$ cat src/rtl/ccff_loader_pkg.sv
// Shared types and constants for the configuration-chain loader.
package ccff_loader_pkg;

  typedef enum logic [2:0] {
    ST_IDLE  = 3'd0,
    ST_FLUSH = 3'd1,
    ST_PROBE = 3'd2,
    ST_LOAD  = 3'd3,
    ST_DONE  = 3'd4,
    ST_ERROR = 3'd5
  } state_e;

  localparam logic [1:0] ERR_NONE  = 2'b00;
  localparam logic [1:0] ERR_SHORT = 2'b01;
  localparam logic [1:0] ERR_LONG  = 2'b10;

  // Number of bitstream words needed to cover a chain of the given length.
  function automatic int words_for_bits(input int bits, input int word_w);
    return (bits + word_w - 1) / word_w;
  endfunction

endpackage

$ cat src/rtl/ccff_word_serializer.sv
// Two-entry word buffer that turns a ready/valid word stream into a bit
// stream, LSB first. The second entry lets the next word arrive while the
// current one is still being shifted, so consecutive words leave no gap.
module ccff_word_serializer #(
  parameter int WORD_W  = 8,
  parameter int N_WORDS = 4
) (
  input  logic              clk_i,
  input  logic              clear_i,
  input  logic              enable_i,
  input  logic              shift_i,
  input  logic              s_valid_i,
  input  logic [WORD_W-1:0] s_data_i,
  output logic              s_ready_o,
  output logic              bit_valid_o,
  output logic              bit_o
);

  localparam int IDX_W = (WORD_W > 1) ? $clog2(WORD_W) : 1;
  localparam int WC_W  = $clog2(N_WORDS + 1);
  localparam logic [IDX_W-1:0] IDX_LAST = IDX_W'(WORD_W - 1);
  localparam logic [IDX_W-1:0] IDX_ONE  = IDX_W'(1);
  localparam logic [WC_W-1:0]  WC_MAX   = WC_W'(N_WORDS);
  localparam logic [WC_W-1:0]  WC_ONE   = WC_W'(1);

  logic              cur_vld_q, cur_vld_d;
  logic              nxt_vld_q, nxt_vld_d;
  logic [WORD_W-1:0] cur_q, cur_d;
  logic [WORD_W-1:0] nxt_q, nxt_d;
  logic [IDX_W-1:0]  idx_q, idx_d;
  logic [WC_W-1:0]   wcnt_q, wcnt_d;
  logic              accept;
  logic              pop;

  // Handshake, bit output and end-of-word detection.
  always_comb begin
    s_ready_o   = enable_i & ~nxt_vld_q & (wcnt_q < WC_MAX);
    accept      = s_valid_i & s_ready_o;
    pop         = shift_i & cur_vld_q & (idx_q == IDX_LAST);
    bit_valid_o = cur_vld_q;
    bit_o       = cur_q[idx_q];
  end

  // Buffer next-state: advance the bit index, refill the shift word on pop.
  always_comb begin
    cur_vld_d = cur_vld_q;
    nxt_vld_d = nxt_vld_q;
    cur_d     = cur_q;
    nxt_d     = nxt_q;
    idx_d     = idx_q;
    wcnt_d    = wcnt_q;
    if (shift_i && cur_vld_q) begin
      idx_d = (idx_q == IDX_LAST) ? '0 : idx_q + IDX_ONE;
    end
    if (accept) begin
      wcnt_d = wcnt_q + WC_ONE;
    end
    if (pop) begin
      if (nxt_vld_q) begin
        cur_d     = nxt_q;
        nxt_vld_d = 1'b0;
      end else if (accept) begin
        cur_d = s_data_i;
      end else begin
        cur_vld_d = 1'b0;
      end
    end else if (accept) begin
      if (cur_vld_q) begin
        nxt_d     = s_data_i;
        nxt_vld_d = 1'b1;
      end else begin
        cur_d     = s_data_i;
        cur_vld_d = 1'b1;
      end
    end
  end

  // Control state; clear empties the buffer and restarts the word count.
  always_ff @(posedge clk_i) begin
    if (clear_i) begin
      cur_vld_q <= 1'b0;
      nxt_vld_q <= 1'b0;
      idx_q     <= '0;
      wcnt_q    <= '0;
    end else begin
      cur_vld_q <= cur_vld_d;
      nxt_vld_q <= nxt_vld_d;
      idx_q     <= idx_d;
      wcnt_q    <= wcnt_d;
    end
  end

  // Word storage; contents only matter while the matching valid flag is set.
  always_ff @(posedge clk_i) begin
    cur_q <= cur_d;
    nxt_q <= nxt_d;
  end

endmodule

$ cat src/rtl/ccff_chain_loader.sv
// Drives a configuration chain head: flush with zeros, probe the chain
// length with a single marker bit, then load CHAIN_LEN bitstream bits.
module ccff_chain_loader
  import ccff_loader_pkg::*;
#(
  parameter int CHAIN_LEN = 32,
  parameter int WORD_W    = 8,
  parameter int CNT_W     = $clog2(CHAIN_LEN + 1)
) (
  input  logic              prog_clk,
  input  logic              prog_reset,
  input  logic              start,
  input  logic              abort,
  input  logic              s_valid,
  output logic              s_ready,
  input  logic [WORD_W-1:0] s_data,
  output logic              ccff_head,
  output logic              ccff_shift_en,
  input  logic              ccff_tail,
  output logic              busy,
  output logic              done,
  output logic              error,
  output logic [1:0]        err_code
);

  localparam logic [CNT_W-1:0] LEN_C  = CNT_W'(CHAIN_LEN);
  localparam logic [CNT_W-1:0] LAST_C = CNT_W'(CHAIN_LEN - 1);
  localparam logic [CNT_W-1:0] ONE_C  = CNT_W'(1);

  state_e           state_q, state_d;
  logic [CNT_W-1:0] cnt_q, cnt_d;
  logic [1:0]       err_q, err_d;

  logic ser_en;
  logic ser_clear;
  logic ser_shift;
  logic ser_bit_valid;
  logic ser_bit;

  // The buffer only operates in LOAD; any other state discards its words.
  always_comb begin
    ser_en    = (state_q == ST_LOAD);
    ser_clear = prog_reset | ~ser_en;
    ser_shift = ser_en & ser_bit_valid;
  end

  ccff_word_serializer #(
    .WORD_W  (WORD_W),
    .N_WORDS (words_for_bits(CHAIN_LEN, WORD_W))
  ) u_ser (
    .clk_i       (prog_clk),
    .clear_i     (ser_clear),
    .enable_i    (ser_en),
    .shift_i     (ser_shift),
    .s_valid_i   (s_valid),
    .s_data_i    (s_data),
    .s_ready_o   (s_ready),
    .bit_valid_o (ser_bit_valid),
    .bit_o       (ser_bit)
  );

  // State, shift counter and sticky error code.
  always_ff @(posedge prog_clk) begin
    if (prog_reset) begin
      state_q <= ST_IDLE;
      cnt_q   <= '0;
      err_q   <= ERR_NONE;
    end else begin
      state_q <= state_d;
      cnt_q   <= cnt_d;
      err_q   <= err_d;
    end
  end

  // Sequencing: flush, marker probe with length check, then bit load.
  always_comb begin
    state_d = state_q;
    cnt_d   = cnt_q;
    err_d   = err_q;
    if (abort) begin
      state_d = ST_IDLE;
      cnt_d   = '0;
    end else begin
      unique case (state_q)
        ST_IDLE, ST_DONE, ST_ERROR: begin
          if (start) begin
            state_d = ST_FLUSH;
            cnt_d   = '0;
            err_d   = ERR_NONE;
          end
        end
        ST_FLUSH: begin
          if (cnt_q == LAST_C) begin
            state_d = ST_PROBE;
            cnt_d   = '0;
          end else begin
            cnt_d = cnt_q + ONE_C;
          end
        end
        ST_PROBE: begin
          if (cnt_q < LEN_C) begin
            cnt_d = cnt_q + ONE_C;
            // Marker seen before CHAIN_LEN shifts: the chain is too short.
            if ((cnt_q != '0) && ccff_tail) begin
              state_d = ST_ERROR;
              err_d   = ERR_SHORT;
            end
          end else if (ccff_tail) begin
            state_d = ST_LOAD;
            cnt_d   = '0;
          end else begin
            state_d = ST_ERROR;
            err_d   = ERR_LONG;
          end
        end
        ST_LOAD: begin
          if (ser_bit_valid) begin
            cnt_d = cnt_q + ONE_C;
            if (cnt_q == LAST_C) begin
              state_d = ST_DONE;
            end
          end
        end
        default: begin
          state_d = ST_IDLE;
          cnt_d   = '0;
        end
      endcase
    end
  end

  // Chain drive and status; head is forced low whenever the chain holds.
  always_comb begin
    ccff_shift_en = 1'b0;
    ccff_head     = 1'b0;
    busy          = 1'b0;
    done          = 1'b0;
    error         = 1'b0;
    err_code      = err_q;
    unique case (state_q)
      ST_FLUSH: begin
        busy          = 1'b1;
        ccff_shift_en = 1'b1;
      end
      ST_PROBE: begin
        busy          = 1'b1;
        ccff_shift_en = (cnt_q < LEN_C);
        ccff_head     = (cnt_q < LEN_C) && (cnt_q == '0);
      end
      ST_LOAD: begin
        busy          = 1'b1;
        ccff_shift_en = ser_bit_valid;
        ccff_head     = ser_bit_valid & ser_bit;
      end
      ST_DONE:  done  = 1'b1;
      ST_ERROR: error = 1'b1;
      default: ;
    endcase
  end

endmodule

$ cat config.mk
export PLATFORM = sky130hd
export DESIGN_NAME = ccff_chain_loader
export DESIGN_NICKNAME = d
export VERILOG_FILES = /design/src/rtl/ccff_loader_pkg.sv /design/src/rtl/ccff_word_serializer.sv /design/src/rtl/ccff_chain_loader.sv
export SDC_FILE = /design/constraint.sdc
export NUM_CORES = 1
export LEC_CHECK = 0
export CAP_MARGIN = 20
export CORE_MARGIN = 10
export CORE_UTILIZATION = 45
export DETAILED_ROUTE_END_ITERATION = 10
export PLACE_DENSITY = 0.71
export SLEW_MARGIN = 10
export SYNTH_ARGS = -nofsm -noshare
export SYNTH_HDL_FRONTEND = slang
export SYNTH_HIERARCHICAL = 1
export SYNTH_SLANG_ARGS = --single-unit
$ cat constraint.sdc
create_clock -name prog_clk -period 7.07 [get_ports prog_clk]
set_input_delay 0.707 -clock prog_clk [delete_from_list [all_inputs] [get_ports prog_clk]]
set_output_delay 0.707 -clock prog_clk [all_outputs]
set_load 0.05 [all_outputs]
After elaboration in Yosys (flattened, before gate mapping). Cells that the tools add are included.

Flip-flop bits (word level): 35. Input bits: 14. Output and inout bits: 8. Word-level logic and storage cells: 100.

Add/sub/neg operators: 3. $lt $le $gt $ge: 3. Equal/unequal tests: 17. Muxes and demuxes: 36. Bitwise logic cells: 12. Reductions and logical operators: 20.

Operator list (number): $mux W8 (5); $mux W6 (5); $mux W3 (8); $pmux W6 S4 (1); $ne A2 B2 Y1 const B (7); $pmux W3 S4 (1); $reduce_and A3 Y1 (4); $reduce_and A5 Y1 (2); $eq A3 B3 Y1 const B (3); $ne A3 B3 Y1 const B (3); $mux W1 (8); $mux W2 (4); $and A1 B1 Y1 (7); $add A3 B1 Y3 const B (2); $add A6 B1 Y6 const B (1); $eq A3 B2 Y1 const B (2); $eq A6 B5 Y1 const B (1); $logic_not A6 Y1 (1); $lt A6 B6 Y1 const B (1); $reduce_bool A2 Y1 (3); $reduce_bool A6 Y1 (1); $reduce_or A3 Y1 (2); $lt A3 B4 Y1 const B (1); $not A1 Y1 (4); 11 further kinds (14).

Depth between registers and ports, before layout.
Depth after elaboration: 7. Gate-level depth with buffers: 8. Mapped depth without buffers: 7.

By module. Netlist, hierarchy kept.

By module, submodules not included: ccff_word_serializer (instances 1, cells each 73, area an instance 1041.0 µm², sequential area each 640.6 µm²); ccff_chain_loader (instances 1, cells each 111, area an instance 872.1 µm², sequential area each 220.2 µm²).

Worst setup path after synthesis. No wires, ideal clock.

Kind: register to output. Start: register state_q[2]. End: output port s_ready. Data arrival time: 1.896 ns. Required time: 6.363 ns. Slack: 4.467 ns. Stages on the path, launching flop included: 4. Buffers on the path: 0. Path through: dfxtp_1 and2b_1 and2_1 nor3b_1.

Cells in the longest elaborated chain, start to end: 3.

Ends and longest elaborated chain: start, declared (line ccff_chain_loader.sv:30) `state_e state_q, state_d;`; start signal, assigned (line ccff_chain_loader.sv:69) `state_q <= state_d;`; $eq A3 B2 Y1 (line ccff_chain_loader.sv:42) `ser_en = (state_q == ST_LOAD);`; via ser_en (line ccff_chain_loader.sv:34) `logic ser_en;`; $and A1 B1 Y1 (2 in a row) (line ccff_word_serializer.sv:37) `s_ready_o = enable_i & ~nxt_vld_q & (wcnt_q < WC_MAX);`; end, declared (line ccff_chain_loader.sv:15) `output logic s_ready,`.

The timed path passes the listed nets, and every way through them passes these cells.

Worst setup path after layout.
Start: register u_ser.idx_q[0]. End: output port ccff_head.

Cells in the longest elaborated chain, start to end: 4.

Ends and longest elaborated chain: start, declared (line ccff_word_serializer.sv:30) `logic [IDX_W-1:0] idx_q, idx_d;`; start signal, assigned (line ccff_word_serializer.sv:88) `idx_q <= idx_d;`; $bmux W1 S3 (line ccff_word_serializer.sv:41) `bit_o = cur_q[idx_q];`; $mux W1 (implied by the code) (line ccff_word_serializer.sv:41); via ser_bit (line ccff_chain_loader.sv:38) `logic ser_bit;`; $and A1 B1 Y1 (line ccff_chain_loader.sv:153) `ccff_head = ser_bit_valid & ser_bit;`; $pmux W1 S2 (line ccff_chain_loader.sv:140) `unique case (state_q)`; end, declared (line ccff_chain_loader.sv:17) `output logic ccff_head,`.

The timed path passes the listed nets, and every way through them passes these cells. The select of a mux whose other input is x is not followed.

==> impl_metrics.toml <==
[drt]
via_per_inst = 5.84
drt_iter0_drc = 39
route.met3.wl_um = 278
dr.pass1.iters = 5
routedWlPerCell_um = 15.6
top_layer = "met4"
drc_errors = 0
dr_total_vias = 1484
antenna_left = 0
routed-wl-met2_um = 2010
wirelength_um = 3970
wirelength_met1_um = 1630

[setup_path]
critPathTopFamily = "multiplexers"
r2r-end = "u_ser/cur_q[5]"
worst-setup-path-type = "flop to output pin"
slowest_delay_ps = 700
cp_max_fo = 5
crit_cells = 5
path_cells = "mux4_1 -> mux2_2 -> a31oi_1 -> nor2_1 -> clkdlybuf4s50_1"
r2r_slack_ps = 4280
cp_num_buf_inv = 1
crit_path_end_kind = "output pin"
startpoint_type = "flop"
cp_slowest_cell = "clkdlybuf4s50_1"
rr_worst_depth = 7
crit_arrival_ps = 2480
worst_ep_required_time_ps = 6360
reg2reg_from = "state_q[0]"

[die]
core_region_area_um2 = 4060
fp.dieH_um = 85.2
die_w_um = 85.2
ioPinCount = 22
initial_core_util_pct = 47.1
design.die.area_um2 = 7260
rows = 23

[pwr]
p_sw_uw = 113
switching_share_pct = 23.0
pwr-share-seq_pct = 44.3
p_clk_share_pct = 44.4
ir_drop_uv = 126
combPwrFrac_pct = 11.4
p_int_uw = 377
p_per_area_nw_per_um2 = 217
p_leak_uw = 0.000755

[cells_and_area]
fin_area_um2 = 2260
fillCellCount = 340
drive_gt1_share_pct = 15.2
syn_to_final_growth_pct = 18.0
antenna_cells = 0
nNetsFinal = 224
post-route-util_pct = 55.6
multi_input_area_um2 = 963
seqCellArea_um2 = 861

[min_path]
hp-start = "cnt_q[1]"
hold_end = "cnt_q[1]"
min_path_type = "flop to flop"
holdPathStages = 2

[run_status]
outcome = "finished, final reports clean"

[clocking]
numClockSinks = 35
h-tree-depth = 2
cts_resized = 0
numCtsBuffers = 5
post_cts_buffers = 0
clockBufferDepth = 2
cts-root-buf = "clkbuf_8"
clkSlewWorstSetupHoldPaths_ps = 70
clkLatencyLatePin_ps = 290
ctsHoldBuffers = 0
cts_tree = "yes"

[timing]
tightest_slew_ps = 649
fin_crit_ps = 3190
timing.final.crit_share_pct = 45.1
setup_viol = 0
fin_tns_setup_ps = 0
drv_slew = 0
rsz0062_at_grt = "no"
post-route-worst-setup-slack_ps = 3880
slew_headroom_pct = 56.5
max_freq_ghz = 0.314
hold_violations = 0
clock_skew_ps = 10.8

[synth]
synth-seq-area-share_pct = 45.0
syn_nets = 205
postSynthAreaPerCell_um2 = 10.4
yosysWarnings = 6
synthCells = 184
yosys.cell_types.count = 50
syn-cell-area_um2 = 1910
synth_seq_cells = 35

[global_route]
grt_usage_pct = 10.8
antenna_found_initial = 0
grt_pass1_vias = 1453
grt_pass1_wl_um = 6620
grt_max_degree = 17
overflow = 0

[place]
place.port_buffers = 21
place_area_um2 = 2120
post-place-ws_ps = 4080
place.detailed.hpwl_um = 2860
routabilityCongestion = 0.780

[job]
maxCapViolCount = 0
[flip-flops by register name, indices dropped and copies added (netlist names)]
register,cells
u_ser/nxt_vld_q,1
cnt_q,6
u_ser/wcnt_q,3
u_ser/cur_q,8
u_ser/bit_valid_o,1
state_q,3
u_ser/idx_q,3
u_ser/nxt_q,8
err_code,2
[worst max-delay path by stage]
stage                endpoint  slack (ps)            from
2_1_floorplan         s_ready        4470      state_q[2]
3_3_place_gp   u_ser/cur_q[4]        4150         s_valid
3_5_place_dp   u_ser/cur_q[4]        4080         s_valid
4_1_cts             ccff_head        3860  u_ser/idx_q[0]
5_1_grt             ccff_head        3720        cnt_q[0]
6_report            ccff_head        3880  u_ser/idx_q[0]
[power by group through the flow]
stage | Sequential (uW) | Combinational [uW] | Clock [uW]
2_1_floorplan | 218 | 39.7 | 0
3_3_place_gp | 221 | 53.8 | 0
3_5_place_dp | 221 | 55.1 | 0
4_1_cts | 217 | 55.6 | 223
5_1_grt | 217 | 60.5 | 229
6_report | 217 | 55.7 | 217
[synthesized netlist by cell type, drive strengths merged]
| master | number | area (um^2) |
|---|---|---|
| nand2b | 7 | 43.8 |
| o21ba | 1 | 10.0 |
| mux4 | 2 | 52.6 |
| or4 | 2 | 15.0 |
| o221a | 1 | 11.3 |
| a21oi | 11 | 55.1 |
| and2 | 1 | 6.26 |
| inv | 5 | 18.8 |
| a211o | 1 | 8.76 |
| a32o | 1 | 10.0 |
| mux2i | 2 | 20.0 |
| nor3 | 1 | 5.00 |
| ha | 7 | 87.6 |
| or4b | 1 | 13.8 |
| buf | 10 | 70.1 |
| or4bb | 1 | 11.3 |
| a2111oi | 1 | 15.0 |
| and3 | 4 | 31.3 |
| o211ai | 1 | 7.51 |
| nand2 | 11 | 41.3 |
| o221ai | 1 | 8.76 |
| nand3 | 6 | 30.0 |
| xnor2 | 1 | 8.76 |
| a32oi | 1 | 8.76 |
| and2b | 2 | 16.3 |
| edfxtp | 16 | 480 |
| a31oi | 5 | 31.3 |
| and4bb | 1 | 12.5 |
| o41ai | 1 | 8.76 |
| mux2 | 9 | 101 |
| o31ai | 1 | 7.51 |
| nand4 | 8 | 56.3 |
| nor3b | 2 | 15.0 |
| or2 | 2 | 12.5 |
| a311oi | 2 | 17.5 |
| dfxtp | 19 | 380 |
| a211oi | 6 | 50.1 |
| nor2 | 22 | 82.6 |
| nand4b | 1 | 8.76 |
| o21ai | 5 | 25.0 |
| o21a | 1 | 7.51 |
| or3b | 1 | 8.76 |
[tightest hold or removal path, delay by kind of cell, from the launching register on]
kind,cells,cell delay [ps]
simple gates,1,60
flops,1,340
compound gates,1,50
[per-layer routing]
metal  up-vias  track usage [%]
li1        738                -
met1       689             11.2
met2        51             19.6
met3         6             4.11
met4         0             3.29
met5         -                0
[logic make-up after synthesis]
logic type                 after synthesis  synth area share [%]
muxes                                   13                  9.09
DFF                                     35                  45.0
xor gates and xnor gates                 1                 0.458
adders and majority gates                7                  4.58
and+or+nand+nor                         73                  21.5
buffers and inverters                   15                  4.64
AOI/OAI and AO/OA                       40                  14.8
[final cells by class]
| type | instances | share of cell area (%) |
|---|---|---|
| clock buffer | 5 | 3.05 |
| sequential | 35 | 38.1 |
| timing repair buffer | 22 | 9.53 |
| tap | 50 | 2.77 |
| clock inverter | 3 | 2.99 |
| inverter | 5 | 0.831 |
| multi-input combinational | 134 | 42.7 |
[stage by stage]
| step | hold WS, ps | total power (uW) | cells |
|---|---|---|---|
| after floorplan | 452 | 258 | 184 |
| after global routing | 517 | 506 | 254 |
| after global placement | 470 | 275 | 245 |
| after CTS | 498 | 495 | 253 |
| after detailed placement | 487 | 276 | 245 |
| final | 499 | 490 | 254 |
[layout by cell type, fill, tap and decap left out, types with 2 or more instances in the layout]
cell type	count
and3_1	2
edfxtp_1	16
clkdlybuf4s50_1	21
nor2_1	22
or4_1	2
bufinv_16	2
nand2b_1	7
mux4_1	2
ha_1	7
clkbuf_8	5
dfxtp_1	19
o21ai_0	5
inv_1	5
a31oi_1	5
a311oi_1	2
nand4_1	7
a21oi_1	11
or2_2	2
nor3b_1	2
nand2_1	11
mux2i_1	2
nand3_1	6
a211oi_1	5
mux2_2	9
No activity file was read; power rests on OpenSTA's default activity.
